**config.mk**
```make
export PLATFORM = sky130hd
export DESIGN_NAME = instruction_controller
export DESIGN_NICKNAME = d
export VERILOG_FILES = /design/src/rtl/instruction_controller.sv
export SDC_FILE = /design/constraint.sdc
export NUM_CORES = 1
export LEC_CHECK = 0
export ABC_CLOCK_PERIOD_IN_PS = 4140
export CAP_MARGIN = 40
export CORE_MARGIN = 1
export CORE_UTILIZATION = 51
export CTS_BUF_LIST = sky130_fd_sc_hd__clkbuf_4 sky130_fd_sc_hd__clkbuf_8 sky130_fd_sc_hd__clkbuf_16
export DETAILED_ROUTE_END_ITERATION = 7
export PLACE_DENSITY = 0.87
export SLEW_MARGIN = 20
export SYNTH_ARGS = -nofsm -noshare
export SYNTH_HDL_FRONTEND = slang
export SYNTH_SLANG_ARGS = --single-unit
```
**constraint.sdc**
```tcl
create_clock -name clock -period 4.14 [get_ports clock]
set_input_delay 0.828 -clock clock [delete_from_list [all_inputs] [get_ports clock]]
set_output_delay 0.828 -clock clock [all_outputs]
set_load 0.1 [all_outputs]
```
**src/rtl/instruction_controller.sv**
```systemverilog
// rtl/instruction_controller.sv - fetch/decode/execute/increment control unit for a 4-bit-address CPU.
// Optional phase-order checker enabled by defining PHASE_CHECK_EN.
module instruction_controller (
  input  logic       clock,
  input  logic       input_clear,
  input  logic       input_fetch,
  input  logic       input_decode,
  input  logic       input_execute,
  input  logic       input_increment,
  input  logic [7:0] input_data,
  input  logic       input_zero_flag,
  input  logic       input_carry_flag,
  output logic [3:0] output_address,
  output logic [3:0] output_opcode,
  output logic       output_load_a,
  output logic       output_load_b,
  output logic       output_alu_sub,
  output logic       output_mem_write,
  output logic       output_out_load,
  output logic       output_clock_enable,
  output logic       output_phase_error
);

  localparam logic [3:0] OP_LDA = 4'h1;
  localparam logic [3:0] OP_ADD = 4'h2;
  localparam logic [3:0] OP_SUB = 4'h3;
  localparam logic [3:0] OP_STA = 4'h4;
  localparam logic [3:0] OP_LDI = 4'h5;
  localparam logic [3:0] OP_JMP = 4'h6;
  localparam logic [3:0] OP_JC  = 4'h7;
  localparam logic [3:0] OP_JZ  = 4'h8;
  localparam logic [3:0] OP_OUT = 4'hE;
  localparam logic [3:0] OP_HLT = 4'hF;

  typedef struct packed {
    logic load_a;
    logic add;
    logic sub;
    logic sta;
    logic out;
    logic jump;
    logic halt;
  } ctrl_t;

  logic [3:0] pc_q, pc_d;
  logic [7:0] ir_q, ir_d;
  ctrl_t      cw_q, cw_d, cw_dec;
  logic       load_a_q, load_a_d;
  logic       load_b_q, load_b_d;
  logic       alu_sub_q, alu_sub_d;
  logic       mem_write_q, mem_write_d;
  logic       out_load_q, out_load_d;
  logic       pend_q, pend_d;
  logic       pend_sub_q, pend_sub_d;
  logic       halt_q, halt_d;
  logic       do_fetch, do_decode, do_execute, do_increment;

`ifdef PHASE_CHECK_EN
  typedef enum logic [1:0] {
    WAIT_FETCH,
    WAIT_DECODE,
    WAIT_EXECUTE,
    WAIT_INCREMENT
  } phase_e;

  phase_e     phase_q, phase_d;
  logic       phase_err;
  logic       perr_q;
  logic [2:0] strobe_cnt;

  always_ff @(posedge clock or posedge input_clear) begin
    if (input_clear) begin
      phase_q <= WAIT_FETCH;
      perr_q  <= 1'b0;
    end else begin
      phase_q <= phase_d;
      perr_q  <= perr_q | phase_err;
    end
  end

  // Exactly one strobe, and only the one the FSM waits for, is allowed to act.
  always_comb begin
    phase_d      = phase_q;
    phase_err    = 1'b0;
    do_fetch     = 1'b0;
    do_decode    = 1'b0;
    do_execute   = 1'b0;
    do_increment = 1'b0;
    strobe_cnt   = {2'b00, input_fetch} + {2'b00, input_decode}
                 + {2'b00, input_execute} + {2'b00, input_increment};
    if (strobe_cnt == 3'd1) begin
      case (phase_q)
        WAIT_FETCH:
          if (input_fetch) begin do_fetch = 1'b1; phase_d = WAIT_DECODE; end
          else phase_err = 1'b1;
        WAIT_DECODE:
          if (input_decode) begin do_decode = 1'b1; phase_d = WAIT_EXECUTE; end
          else phase_err = 1'b1;
        WAIT_EXECUTE:
          if (input_execute) begin do_execute = 1'b1; phase_d = WAIT_INCREMENT; end
          else phase_err = 1'b1;
        WAIT_INCREMENT:
          if (input_increment) begin do_increment = 1'b1; phase_d = WAIT_FETCH; end
          else phase_err = 1'b1;
        default: phase_d = WAIT_FETCH;
      endcase
    end else if (strobe_cnt != 3'd0) begin
      phase_err = 1'b1;
    end
  end

  assign output_phase_error = perr_q;
`else
  always_comb begin
    do_fetch     = input_fetch;
    do_decode    = input_decode & ~input_fetch;
    do_execute   = input_execute & ~input_decode & ~input_fetch;
    do_increment = input_increment & ~input_execute & ~input_decode & ~input_fetch;
  end

  assign output_phase_error = 1'b0;
`endif

  // Jump decisions are frozen at decode using the flags present then.
  always_comb begin
    cw_dec = '0;
    case (ir_q[7:4])
      OP_LDA, OP_LDI: cw_dec.load_a = 1'b1;
      OP_ADD:         cw_dec.add    = 1'b1;
      OP_SUB:         cw_dec.sub    = 1'b1;
      OP_STA:         cw_dec.sta    = 1'b1;
      OP_OUT:         cw_dec.out    = 1'b1;
      OP_JMP:         cw_dec.jump   = 1'b1;
      OP_JC:          cw_dec.jump   = input_carry_flag;
      OP_JZ:          cw_dec.jump   = input_zero_flag;
      OP_HLT:         cw_dec.halt   = 1'b1;
      default:        cw_dec        = '0;
    endcase
  end

  always_comb begin
    pc_d        = pc_q;
    ir_d        = ir_q;
    cw_d        = cw_q;
    halt_d      = halt_q;
    load_a_d    = pend_q;
    load_b_d    = 1'b0;
    alu_sub_d   = pend_sub_q;
    mem_write_d = 1'b0;
    out_load_d  = 1'b0;
    pend_d      = 1'b0;
    pend_sub_d  = 1'b0;
    if (do_fetch) ir_d = input_data;
    if (do_decode) cw_d = cw_dec;
    if (do_execute) begin
      load_a_d    = load_a_d | cw_q.load_a;
      load_b_d    = cw_q.add | cw_q.sub;
      alu_sub_d   = alu_sub_d | cw_q.sub;
      mem_write_d = cw_q.sta;
      out_load_d  = cw_q.out;
      pend_d      = cw_q.add | cw_q.sub;
      pend_sub_d  = cw_q.sub;
      if (cw_q.jump) pc_d = ir_q[3:0];
      if (cw_q.halt) halt_d = 1'b1;
    end
    if (do_increment && !cw_q.jump) pc_d = pc_q + 4'd1;
  end

  always_ff @(posedge clock or posedge input_clear) begin
    if (input_clear) begin
      pc_q        <= '0;
      ir_q        <= '0;
      cw_q        <= '0;
      load_a_q    <= 1'b0;
      load_b_q    <= 1'b0;
      alu_sub_q   <= 1'b0;
      mem_write_q <= 1'b0;
      out_load_q  <= 1'b0;
      pend_q      <= 1'b0;
      pend_sub_q  <= 1'b0;
      halt_q      <= 1'b0;
    end else begin
      pc_q        <= pc_d;
      ir_q        <= ir_d;
      cw_q        <= cw_d;
      load_a_q    <= load_a_d;
      load_b_q    <= load_b_d;
      alu_sub_q   <= alu_sub_d;
      mem_write_q <= mem_write_d;
      out_load_q  <= out_load_d;
      pend_q      <= pend_d;
      pend_sub_q  <= pend_sub_d;
      halt_q      <= halt_d;
    end
  end

  assign output_address      = input_fetch ? pc_q : ir_q[3:0];
  assign output_opcode       = ir_q[7:4];
  assign output_load_a       = load_a_q;
  assign output_load_b       = load_b_q;
  assign output_alu_sub      = alu_sub_q;
  assign output_mem_write    = mem_write_q;
  assign output_out_load     = out_load_q;
  assign output_clock_enable = ~halt_q;

endmodule
```
; ---- After elaboration in Yosys (flattened, before gate mapping)
; Cells that the tools add are included.
[word_totals]
reg_bits = 26
output_inout_bits = 15
word_cells = 64
[classes]
n_addsub = 1
n_eq_ne = 10
mux = 17
bitwise_logic = 13
reduce_logical = 7
[op_table]
columns = op, n
row1 = "== test 4 x 3 -> 1 bit, second input constant", 4
row2 = 2-to-1 mux 4 bit, 4
row3 = "== test 4 bit, second input constant", 3
row4 = 2-to-1 mux 1 bit, 12
row5 = "== test 4 x 2 -> 1 bit, second input constant", 2
row6 = bitwise AND 1 bit, 6
row7 = "adder 4 x 1 -> 4 bit, second input constant", 1
row8 = "== test 4 x 1 -> 1 bit, second input constant", 1
row9 = NOT 1 bit, 4
row10 = AND reduction 2 bit, 2
row11 = nonzero test 2 bit, 2
row12 = bitwise OR 1 bit, 3
row13 = case mux 1 bit (3 select lines), 1
row14 = OR reduction 2 bit, 1
row15 = logical AND 1 bit, 1
row16 = logical NOT 1 bit, 1

; ---- Longest topological paths before layout
[logic_depth]
ltp_word = 7
ltp_mapped = 4
depth_no_buf = 3

; ---- Worst setup path after synthesis
; No wires, ideal clock.
[synth_timing]
path_type = input -> output
from = in input_fetch
to = out output_address[0]
t_arrival_ps = 2067
required_ps = 3312
path_slack_ps = 1245
path_stages = 4
n_path_buf = 2
cell_sequence = clkbuf_1 clkbuf_1 nand2_1 nand2_1
[synth_via]
elab_chain_cells = 1
[synth_rtl]
columns = element, line
row1 = start: declaration, 6  ; input logic input_fetch,
row2 = 2-to-1 mux 4 bit, 197  ; assign output_address = input_fetch ? pc_q : ir_q[3:0];
row3 = end: declaration, 13  ; output logic [3:0] output_address,
; Every way passes these cells.

; ---- Worst setup path in the final report
; Same ends and word-level chain as after synthesis.

==> metrics.log <==
INFO  metric status = finished clean
INFO  metric cp_slowest_stage_delay = 620 ps
INFO  metric detail_route.vias_per_cell = 5.60
INFO  metric antenna_found_initial = 0
INFO  metric synthDistinctLibCells = 34
INFO  metric wl_per_cell = 14.3 microns
INFO  metric first_global_vias = 986
INFO  metric layout_min_cycle_time = 2980 ps
INFO  metric crit_chain = clkdlybuf4s50_1 > buf_4 > nand2_1 > nand2_1 > buf_4
INFO  metric largest_register = ir_q
INFO  metric most_frequent_cells_in_the_layout = nand2_1, dfrtp_1, clkdlybuf4s50_1
INFO  metric grt_setup_unrepaired = false
INFO  metric yosys-top-cells-area = dfrtp_1, nand2_1, buf_4, o41ai_1, nand2b_1
INFO  metric cap_viol_max_count = 0
INFO  metric avgSynthCellArea = 10.1 sq um
INFO  metric globalRouteOverflowTotal = 0
INFO  metric die-area = 2570 sq um
INFO  metric slew_viol_final = 0
INFO  metric critical-path-top-delay-family = buffers and inverters
INFO  metric synth_largest_type_area_fraction = 53.8%
INFO  metric critical_path_buf_inv_count = 3
INFO  metric r2r_cells = 3
INFO  metric synthesized_nets = 137
INFO  metric synthCells = 120
INFO  metric count_of_endpoints_failing_setup_in_the_final_report = 0
INFO  metric grt_first_pass_wirelength = 4350 microns
INFO  metric cts_tree = built
INFO  metric final.fill_count = 154
INFO  metric detail_route.first_pass.iterations = 5
INFO  metric grt_use_total = 23.5%
INFO  metric peakVddDrop = 0.305 mV
INFO  metric final_layout_size_suffix_gt1_share = 16.8%
INFO  metric timing.hold.worst.start = pend_sub_q
INFO  metric regArea = 651 sq um
INFO  metric clock_sinks = 26
INFO  metric coreArea = 2230 sq um
INFO  metric register_bit_total_from_synthesis = 26
INFO  metric pin_count_of_the_biggest_net_entering_global_routing = 17
INFO  metric tightestPinTransition = 673 ps
INFO  metric detailedRoute.firstIterationViolations = 15
INFO  metric worst_ep_arrival_time = 2150 ps
INFO  metric drt_drc_violations_left = 0
INFO  metric timing.fmax = 0.336 GHz
INFO  metric hold_path_end = output_alu_sub
INFO  metric required = 3310 ps
INFO  metric synth_area_leader_cell = dfrtp_1
INFO  metric setup_total_negative_slack = 0 ps
INFO  metric power.density = 436 nW/um^2
INFO  metric cell_count_final_fillers_out = 183
INFO  metric commonest_non_fill_non_tap_cell_in_the_layout = nand2_1
INFO  metric detailroute.via_count = 1024
INFO  metric ctsRootBufferMaster = clkbuf_4
INFO  metric maximum_level_of_the_cts_h_tree = 1
INFO  metric setup.worst_path.end_class = output port
INFO  metric reg2reg_to = pc_q[0]
INFO  metric min_period_over_period = 71.9%
INFO  metric hold-worst-slack = 461 ps
INFO  metric layout-area-overhead-vs-synth = 39.4%
INFO  metric final_util = 75.5%
INFO  metric cts_buffer_depth = 2
INFO  metric slowest_stage = clkdlybuf4s50_1
INFO  metric post_cts.repair.setup_buffers = 0
INFO  metric portion_of_the_post_synthesis_area_used_by_sequential_elements = 53.8%
INFO  metric initial_core_util = 54.2%
INFO  metric largest_register_ffs = 8
INFO  metric finish.net_count = 173
INFO  metric critical_path.reg2reg.startpoint = cw_q[1]
INFO  metric critical_path_cell_count = 5
INFO  metric whs_path_depth = 1
INFO  metric fin_worst_skew = 6.72 ps
INFO  metric clk_pin_slew_worst_paths = 140 ps
INFO  metric hold_viol = 0
INFO  metric timing.reg2reg.setup_slack = 2510 ps
INFO  metric number_of_top_level_pins = 31
INFO  metric cts_inserted_buffers = 3
INFO  metric insertedDiodeCount = 0
INFO  metric dieWidth = 50.7 microns
INFO  metric hold_buffers = 0
INFO  metric place.gp.congestion = 0.814
INFO  metric row_count = 17
INFO  metric post_synth_instance_area = 1210 sq um
INFO  metric clk-insertion-delay-late = 320 ps
INFO  metric largest_registers = ir_q: 8 flops, cw_q: 7 flops, pc_q: 4 flops
INFO  metric setup.worst_path.start_class = input port
INFO  metric die_y = 50.7 microns
INFO  metric placed_cells = 179
INFO  metric cts_resized = 0
INFO  metric timing_worst_setup_path_type = input port to output port
INFO  metric power.leakage = 0.817 nW
INFO  metric detailed_place_hpwl = 1940 microns
INFO  metric antenna_violating_nets_post_route = 0
INFO  metric hold_class = flop to flop
INFO  metric slew_headroom = 54.7%
INFO  metric synth.yosys.warnings = 0
INFO  metric combined_area_of_the_multi_input_logic_cells = 477 sq um
INFO  metric io_buffers = 29
INFO  metric path_max_fanout = 16
INFO  metric total_wirelength = 2620 microns
==> Yosys cell counts <==
cell type  count
nand2_1       30
dfrtp_1       26
buf_4          5
inv_1          5
nand2b_1       5
and3_1         4
clkbuf_1       4
nand4_1        4
nor2_1         4
o41ai_1        4
o21ai_0        3
mux2_2         2
nand3_1        2
nor2b_1        2
a211o_1        1
a211oi_1       1
a21oi_1        1
a221o_1        1
a31o_2         1
a31oi_1        1
and3b_1        1
and4_1         1
and4bb_1       1
buf_6          1
conb_1         1
ha_1           1
mux2_1         1
mux2_4         1
nand4b_1       1
nor4_2         1
o2111ai_1      1
o211a_1        1
o31ai_1        1
or2_2          1
==> per-stage QoR <==
stage | total power, W | worst slack, ps | cell area, sq um
6_report | 0.000735 | 1160 | 1690
5_1_grt | 0.000766 | 1090 | 1690
4_1_cts | 0.000736 | 1170 | 1690
3_5_place_dp | 0.000564 | 1190 | 1630
3_3_place_gp | 0.000539 | 1220 | 1470
2_1_floorplan | 0.000491 | 1250 | 1210
==> kinds of logic (layout without fill, tap and decap cells) <==
family                     count (synthesis)  in the layout  share of synthesized area [%]
buffers and inverters                     15             50                           6.83
AOI/OAI and AO/OA                         16             16                           10.1
muxes                                      4              4                           4.03
other                                      1              1                          0.310
and+or+nand+nor                           57             57                           23.9
adders and majority gates                  1              1                           1.03
DFF                                       26             26                           53.8
==> area by class of cell <==
cell class | count | area share (%)
multi-input cells | 79 | 28.3
flip-flops and latches | 26 | 38.6
well taps | 28 | 2.08
clock inverters | 1 | 1.78
clock buffers | 3 | 1.34
inverters | 5 | 1.11
repair buffers | 41 | 26.9
==> worst max path at each step <==
stage | start | to | slack [ps]
2_1_floorplan | input_fetch | output_address[0] | 1250
3_3_place_gp | input_fetch | output_address[0] | 1220
3_5_place_dp | input_fetch | output_address[0] | 1190
4_1_cts | input_fetch | output_address[0] | 1170
5_1_grt | input_fetch | output_address[0] | 1090
6_report | input_fetch | output_address[0] | 1160
==> metal layers <==
layer	vias up	GRT usage [%]	wire, microns	share of wire [%]
met4	0	11.1	47	1.8
met5	-	0	0	0
met3	8	4.24	125	4.8
met1	500	28.3	1090	42
li1	481	-	-	-
met2	35	40.4	1360	52
==> report_power, final <==
part	leakage, nW	internal [W]	total, W	switching [W]
clock	0.0279	0.0000979	0.000174	0.0000761
combinational	0.459	0.0000855	0.000247	0.000162
sequential	0.330	0.000283	0.000314	0.0000306
(Power assumes the default switching activity.)
